File: src/rtl/maze_pkg.sv
`default_nettype none
// ============================================================================
// Module      : maze_pkg
// Description : Shared definitions for the maze solver / path checker family:
//               maze geometry, direction encodings, checker error codes and
//               the checker state enumeration.
// Revision    : 1.0 - initial release
// ============================================================================
package maze_pkg;

    // Maze geometry: DIM x DIM cells, row-major, cell index = row*DIM + col.
    localparam int DIM   = 17;
    localparam int CELLS = DIM * DIM;

    // Direction encodings carried on the solver's output stream.
    localparam logic [1:0] DIR_RIGHT = 2'd0;   // col + 1
    localparam logic [1:0] DIR_DOWN  = 2'd1;   // row + 1
    localparam logic [1:0] DIR_LEFT  = 2'd2;   // col - 1
    localparam logic [1:0] DIR_UP    = 2'd3;   // row - 1

    // Checker verdict error codes.
    localparam logic [1:0] ERR_NONE   = 2'd0;
    localparam logic [1:0] ERR_BOUND  = 2'd1;
    localparam logic [1:0] ERR_WALL   = 2'd2;
    localparam logic [1:0] ERR_NOEXIT = 2'd3;

    // Checker control states.
    typedef enum logic [2:0] {
        IDLE      = 3'd0,
        LOAD      = 3'd1,
        WAIT_PATH = 3'd2,
        TRACK     = 3'd3,
        REPORT    = 3'd4
    } state_t;

endpackage : maze_pkg
`default_nettype wire

File: src/rtl/maze_bitmap.sv
`default_nettype none
// ============================================================================
// Module      : maze_bitmap
// Description : CELLS x 1 maze occupancy storage (1 = open, 0 = wall).
//               Synchronous clear, one write port, one combinational read.
//               Out-of-range write indices are dropped; out-of-range reads
//               return 0 (wall).
// Ports       : clk, rst_n        - clock, async active-low reset (clears)
//               clr               - synchronous clear of every cell
//               wr_en/wr_idx/wr_data - single-bit write port
//               rd_idx/rd_data    - combinational read port
// Revision    : 1.0 - initial release
// ============================================================================
module maze_bitmap
    import maze_pkg::*;
#(
    parameter int CELLS_N = CELLS,
    parameter int IDX_W   = $clog2(CELLS_N)
) (
    input  logic             clk,
    input  logic             rst_n,
    input  logic             clr,
    input  logic             wr_en,
    input  logic [IDX_W-1:0] wr_idx,
    input  logic             wr_data,
    input  logic [IDX_W-1:0] rd_idx,
    output logic             rd_data
);

    localparam logic [IDX_W-1:0] LAST_IDX = IDX_W'(CELLS_N - 1);

    logic [CELLS_N-1:0] cells;

    // Clear has priority so that a clear and a stray write on the same edge
    // still leaves an all-wall map.
    always_ff @(posedge clk or negedge rst_n) begin
        if (!rst_n) begin
            cells <= '0;
        end else if (clr) begin
            cells <= '0;
        end else if (wr_en && (wr_idx <= LAST_IDX)) begin
            cells[wr_idx] <= wr_data;
        end
    end

    assign rd_data = (rd_idx <= LAST_IDX) ? cells[rd_idx] : 1'b0;

endmodule : maze_bitmap
`default_nettype wire

File: config.mk
export PLATFORM = sky130hd
export DESIGN_NAME = maze_bitmap
export DESIGN_NICKNAME = d
export VERILOG_FILES = /design/src/rtl/maze_pkg.sv /design/src/rtl/maze_bitmap.sv
export SDC_FILE = /design/constraint.sdc
export NUM_CORES = 1
export LEC_CHECK = 0
export BUFFER_PORTS_ARGS = -buffer_cell sky130_fd_sc_hd__clkbuf_2
export CORE_UTILIZATION = 45
export CTS_BUF_LIST = sky130_fd_sc_hd__clkbuf_8
export CTS_CLUSTER_SIZE = 20
export DETAILED_ROUTE_END_ITERATION = 10
export MAX_ROUTING_LAYER = met4
export RECOVER_POWER = 50
export SLEW_MARGIN = 20
export SYNTH_ARGS = -nofsm -noshare
export SYNTH_HDL_FRONTEND = slang
export SYNTH_SLANG_ARGS = --single-unit
File: constraint.sdc
create_clock -name clk -period 5.8 [get_ports clk]
set_input_delay 0.87 -clock clk [delete_from_list [all_inputs] [get_ports clk]]
set_output_delay 0.87 -clock clk [all_outputs]
set_load 0.1 [all_outputs]
; After elaboration in Yosys (flattened, before gate mapping)
; Index checks and enable logic that the tools add are counted.
[word_totals]
wordCells = 17
in_bits = 23
regBits = 289
output_inout_bits = 1
[classes]
n_lt_le_gt_ge = 5
muxes = 8
n_reduce_logical = 3
[op_table]
columns = cell, n
row1 = $mux 289, 2
row2 = $bwmux 289, 1
row3 = $lt 9x10->1 const B, 2
row4 = $le 9x9->1 const B, 2
row5 = $bmux 1 s9, 1
row6 = $demux 1 s9, 1
row7 = $ge 9x1->1 const B, 1
row8 = $mux 1, 3
row9 = $logic_and 1x1->1, 2
row10 = $reduce_bool 2->1, 1

; Logic depth before layout (Yosys ltp)
[depth]
word_depth = 7
mapped_depth = 11
mapped_depth_nobuf = 7

; Least setup slack after synthesis
; Ideal clock, no wire load.
[synth_path]
kind = in2out
start = input port rd_idx[1]
end = output port rd_data
path_stages = 9
path_slack_ns = 1.877
path_buffers = 3
arrival_ns = 3.053
required_ns = 4.930
path_cell_list = buf_4 buf_2 clkbuf_1 mux4_2 mux2i_1 o21ai_0 o211ai_1 a32oi_1 and3_1
[synth_via]
elab_chain_cells = 3
elab_cells_between_ends = 4
cone_classes = order compare: 1 / mux: 3
[synth_rtl]
columns = element, line
row1 = start: declaration, maze_bitmap.sv:26  ; input logic [IDX_W-1:0] rd_idx,
row2 = $bmux 1 s9, maze_bitmap.sv:46  ; assign rd_data = (rd_idx <= LAST_IDX) ? cells[rd_idx] : 1'b0;
row3 = $mux 1 (not written as such), maze_bitmap.sv:46
row4 = $mux 1 (*), maze_bitmap.sv:46
row5 = end: declaration, maze_bitmap.sv:27  ; output logic rd_data
; Every way passes the cells marked *; elsewhere a longest branch is shown, timed or not. The select of a mux whose other input is x is not followed.

; Final worst setup path
[layout_path]
start = input port rd_idx[0]
end = output port rd_data
; Same word-level chain as after synthesis.

==> impl_metrics.json <==
{
  "hp-class": "flip-flop to flip-flop",
  "fin_util_pct": 49.43,
  "fill_cells": 3219,
  "remaining_drc_errors": 0,
  "area_delta_synth_final_pct": 8.350,
  "netlist.area_leader.share_pct": 46.01,
  "finalSetupViolCount": 0,
  "core_mm2": 0.03446,
  "ys_ff_latch": 289,
  "clkLatencyLatePin_ns": 0.61,
  "rr_endpoint": "cells[262]$_DFFE_PN0P_",
  "start_util_pct": 45.62,
  "ys_top_cells_by_area": "dfrtp_1 (46%), mux2i_1 (10%), mux4_2 (9.7%)",
  "ant_nets": 0,
  "hold_path_end": "cells[42]$_DFFE_PN0P_",
  "cap_violations": 1,
  "finalPower_mw": 4.373,
  "place.gp.congestion": 0.8997,
  "r2r_setup_slack_ns": 5.00,
  "regMostFlops": "cells",
  "async_flop_share_pct": 100.0,
  "leakagePower_nw": 6.522,
  "power_density_mw_per_mm2": 256.8,
  "violations": "capacitance limit, slew limit",
  "cts_tree": "yes",
  "root_buffer": "clkbuf_8",
  "cts_max_level": 2,
  "min_period_over_period_pct": 80.58,
  "grt_pass1_wl_mm": 77.74,
  "hold_slack_ns": 0.5214,
  "ys_seq_area_share_pct": 46.01,
  "cts_resized": 0,
  "slew_headroom_pct": -140.2,
  "n_antenna_cell": 0,
  "worstSetupPathType": "primary input to output pin",
  "synth_top_area_cell": "dfrtp_1",
  "syn_avg_cell_area_um2": 9.899,
  "cts_max_path_buffers": 3,
  "vias_per_cell": 6.381,
  "fmax_mhz": 214.0,
  "drv_slew": 63,
  "rsz0062_at_grt": "false",
  "grt_pass1_vias": 12510,
  "ys_warn_count": 0,
  "ys.flop_type": "dfrtp_1",
  "grt_overflow": 0,
  "outcome": "finished with violations",
  "postCtsSetupRepairBufs": 0,
  "grt_max_degree": 176,
  "place_inst": 1921,
  "start_kind": "primary input",
  "clock-sinks": 289,
  "cts_hold_repair.buffers": 0,
  "vias": 12870,
  "largest_reg_flops": 289,
  "end_kind": "output pin",
  "die_w_um": 188.9,
  "synth_cell_types": 55,
  "hold_start": "cells[42]$_DFFE_PN0P_",
  "final.min_clock_period_ns": 4.674,
  "finClkSkew_ns": 0,
  "num_io_pins": 24,
  "irDropWorstVdd_mv": 0.2097,
  "fin_tns_setup_ns": 0,
  "reg_top3": "cells x289",
  "antenna_found_initial": 0,
  "tightestPinTransition_ns": 3.603,
  "grt_usage_pct": 29.15,
  "rr_worst_depth": 2,
  "dr.pass1.iters": 7,
  "core.rowCount": 68,
  "cts-buffers-inserted": 52,
  "hold_viol_final": 0,
  "syn-cell-area_mm2": 0.01572,
  "die_y_um": 188.9,
  "synthCells": 1588,
  "crit_required_ns": 4.93,
  "worstHoldPathCells": 2,
  "die_area_mm2": 0.03568,
  "drtIter0Drc": 1729,
  "synth_fp_nets": 1611,
  "cp_max_fo": 34,
  "r2r_start": "cells[262]$_DFFE_PN0P_",
  "dp.final_hpwl_mm": 28.02,
  "wl_mm": 49.33,
  "routedWlPerCell_um": 24.47,
  "numPortBuffers": 23,
  "path_clk_slew_ns": 0.06,
  "synth_edf_count": 0,
  "critPathArrivalTime_ns": 3.80,
  "layoutNonFillerInstCount": 2016,
  "final_nets": 1543,
  "layout-drive-gt1-share_pct": 13.97
}
## cell type report
class | count | area (µm²) | area share (%)
inverters | 4 | 15.01 | 0.08816
well taps | 455 | 569.3 | 3.343
flip-flops and latches | 289 | 7232 | 42.46
multi-input cells | 1126 | 7742 | 45.46
clock buffers | 67 | 922.1 | 5.414
repair buffers | 47 | 376.6 | 2.211
clock inverters | 28 | 173.9 | 1.021
## power by group
group          leakage, nW  internal, mW  switching, mW
logic                 1.85        0.0628          0.265
clock network        0.634          1.12          0.904
registers             4.04          2.02       0.000465
total                 6.52          3.20           1.17
## cells by family (layout without fill, tap and decap cells)
| group | count (synthesis) | in the layout | share of synthesized area, % |
|---|---|---|---|
| flip-flops | 289 | 289 | 46.01 |
| multiplexers | 241 | 241 | 21.13 |
| AO/OA/AOI/OAI | 320 | 320 | 10.79 |
| buffers and inverters | 173 | 146 | 4.951 |
| AND/OR/NAND/NOR | 565 | 565 | 17.12 |
## cell usage after synthesis (all sizes together) (2+ instances only)
library cell	count
o2111ai	4
nor2b	7
mux2i	162
o211ai	2
nand4b	4
o21ai	146
mux4	71
a21oi	148
nor3	152
a41oi	2
o31ai	2
nand2	28
buf	63
nand2b	6
mux2	8
or2	9
a2111oi	3
inv	4
nor2	183
clkbuf	106
nand3	159
dfrtp	289
a31oi	2
and2	2
or3	2
nand4	7
o2bb2ai	2
## routing by layer
layer	up-vias	wire length (µm)	global-route usage, %
met5	-	0	-
met4	0	1577	10.98
met3	123	3495	4.838
met2	573	23050	43.40
met1	6529	21210	40.09
li1	5640	-	-
## per-stage QoR
stage / cell area (µm²) / setup slack, ns
after floorplan: 15720 / 1.877
after global placement: 15930 / 1.178
after detailed placement: 15930 / 1.144
after CTS: 17030 / 1.144
after global routing: 17030 / 1.031
final: 17030 / 1.126
## how the worst max path moves through the flow
| stage | start | end | depth (start not counted) |
|---|---|---|---|
| after global placement | rd_idx[0] | rd_data | 8 |
| after CTS | rd_idx[0] | rd_data | 8 |
| after floorplan | rd_idx[1] | rd_data | 9 |
| final | rd_idx[0] | rd_data | 9 |
| after global routing | rd_idx[0] | rd_data | 9 |
| after detailed placement | rd_idx[0] | rd_data | 8 |
## worst max-delay path, cell delays in order
cell and delay, ns:
buf_4 0.53, buf_12 0.29, mux4_2 0.51, mux2i_1 0.23, a211oi_1 0.11, o31ai_1 0.48, o21ai_1 0.14, and3_1 0.21
clkbuf_2 0.38
## cell usage in the layout, fill, tap and decap left out, drive strengths merged, types with 2 or more instances in the layout
master	instances
a31oi	2
or2	9
nor2	183
mux2i	162
dfrtp	289
nor2b	7
nor3	152
clkbuf	88
o211ai	2
o2bb2ai	2
o31ai	2
inv	23
or3	2
a2111oi	3
buf	26
clkinv	6
nand3	159
nand4	7
and2	2
mux2	8
nand4b	4
o2111ai	4
mux4	71
bufinv	2
o21ai	146
nand2	28
a41oi	2
a21oi	148
nand2b	6
(Power assumes the default switching activity.)
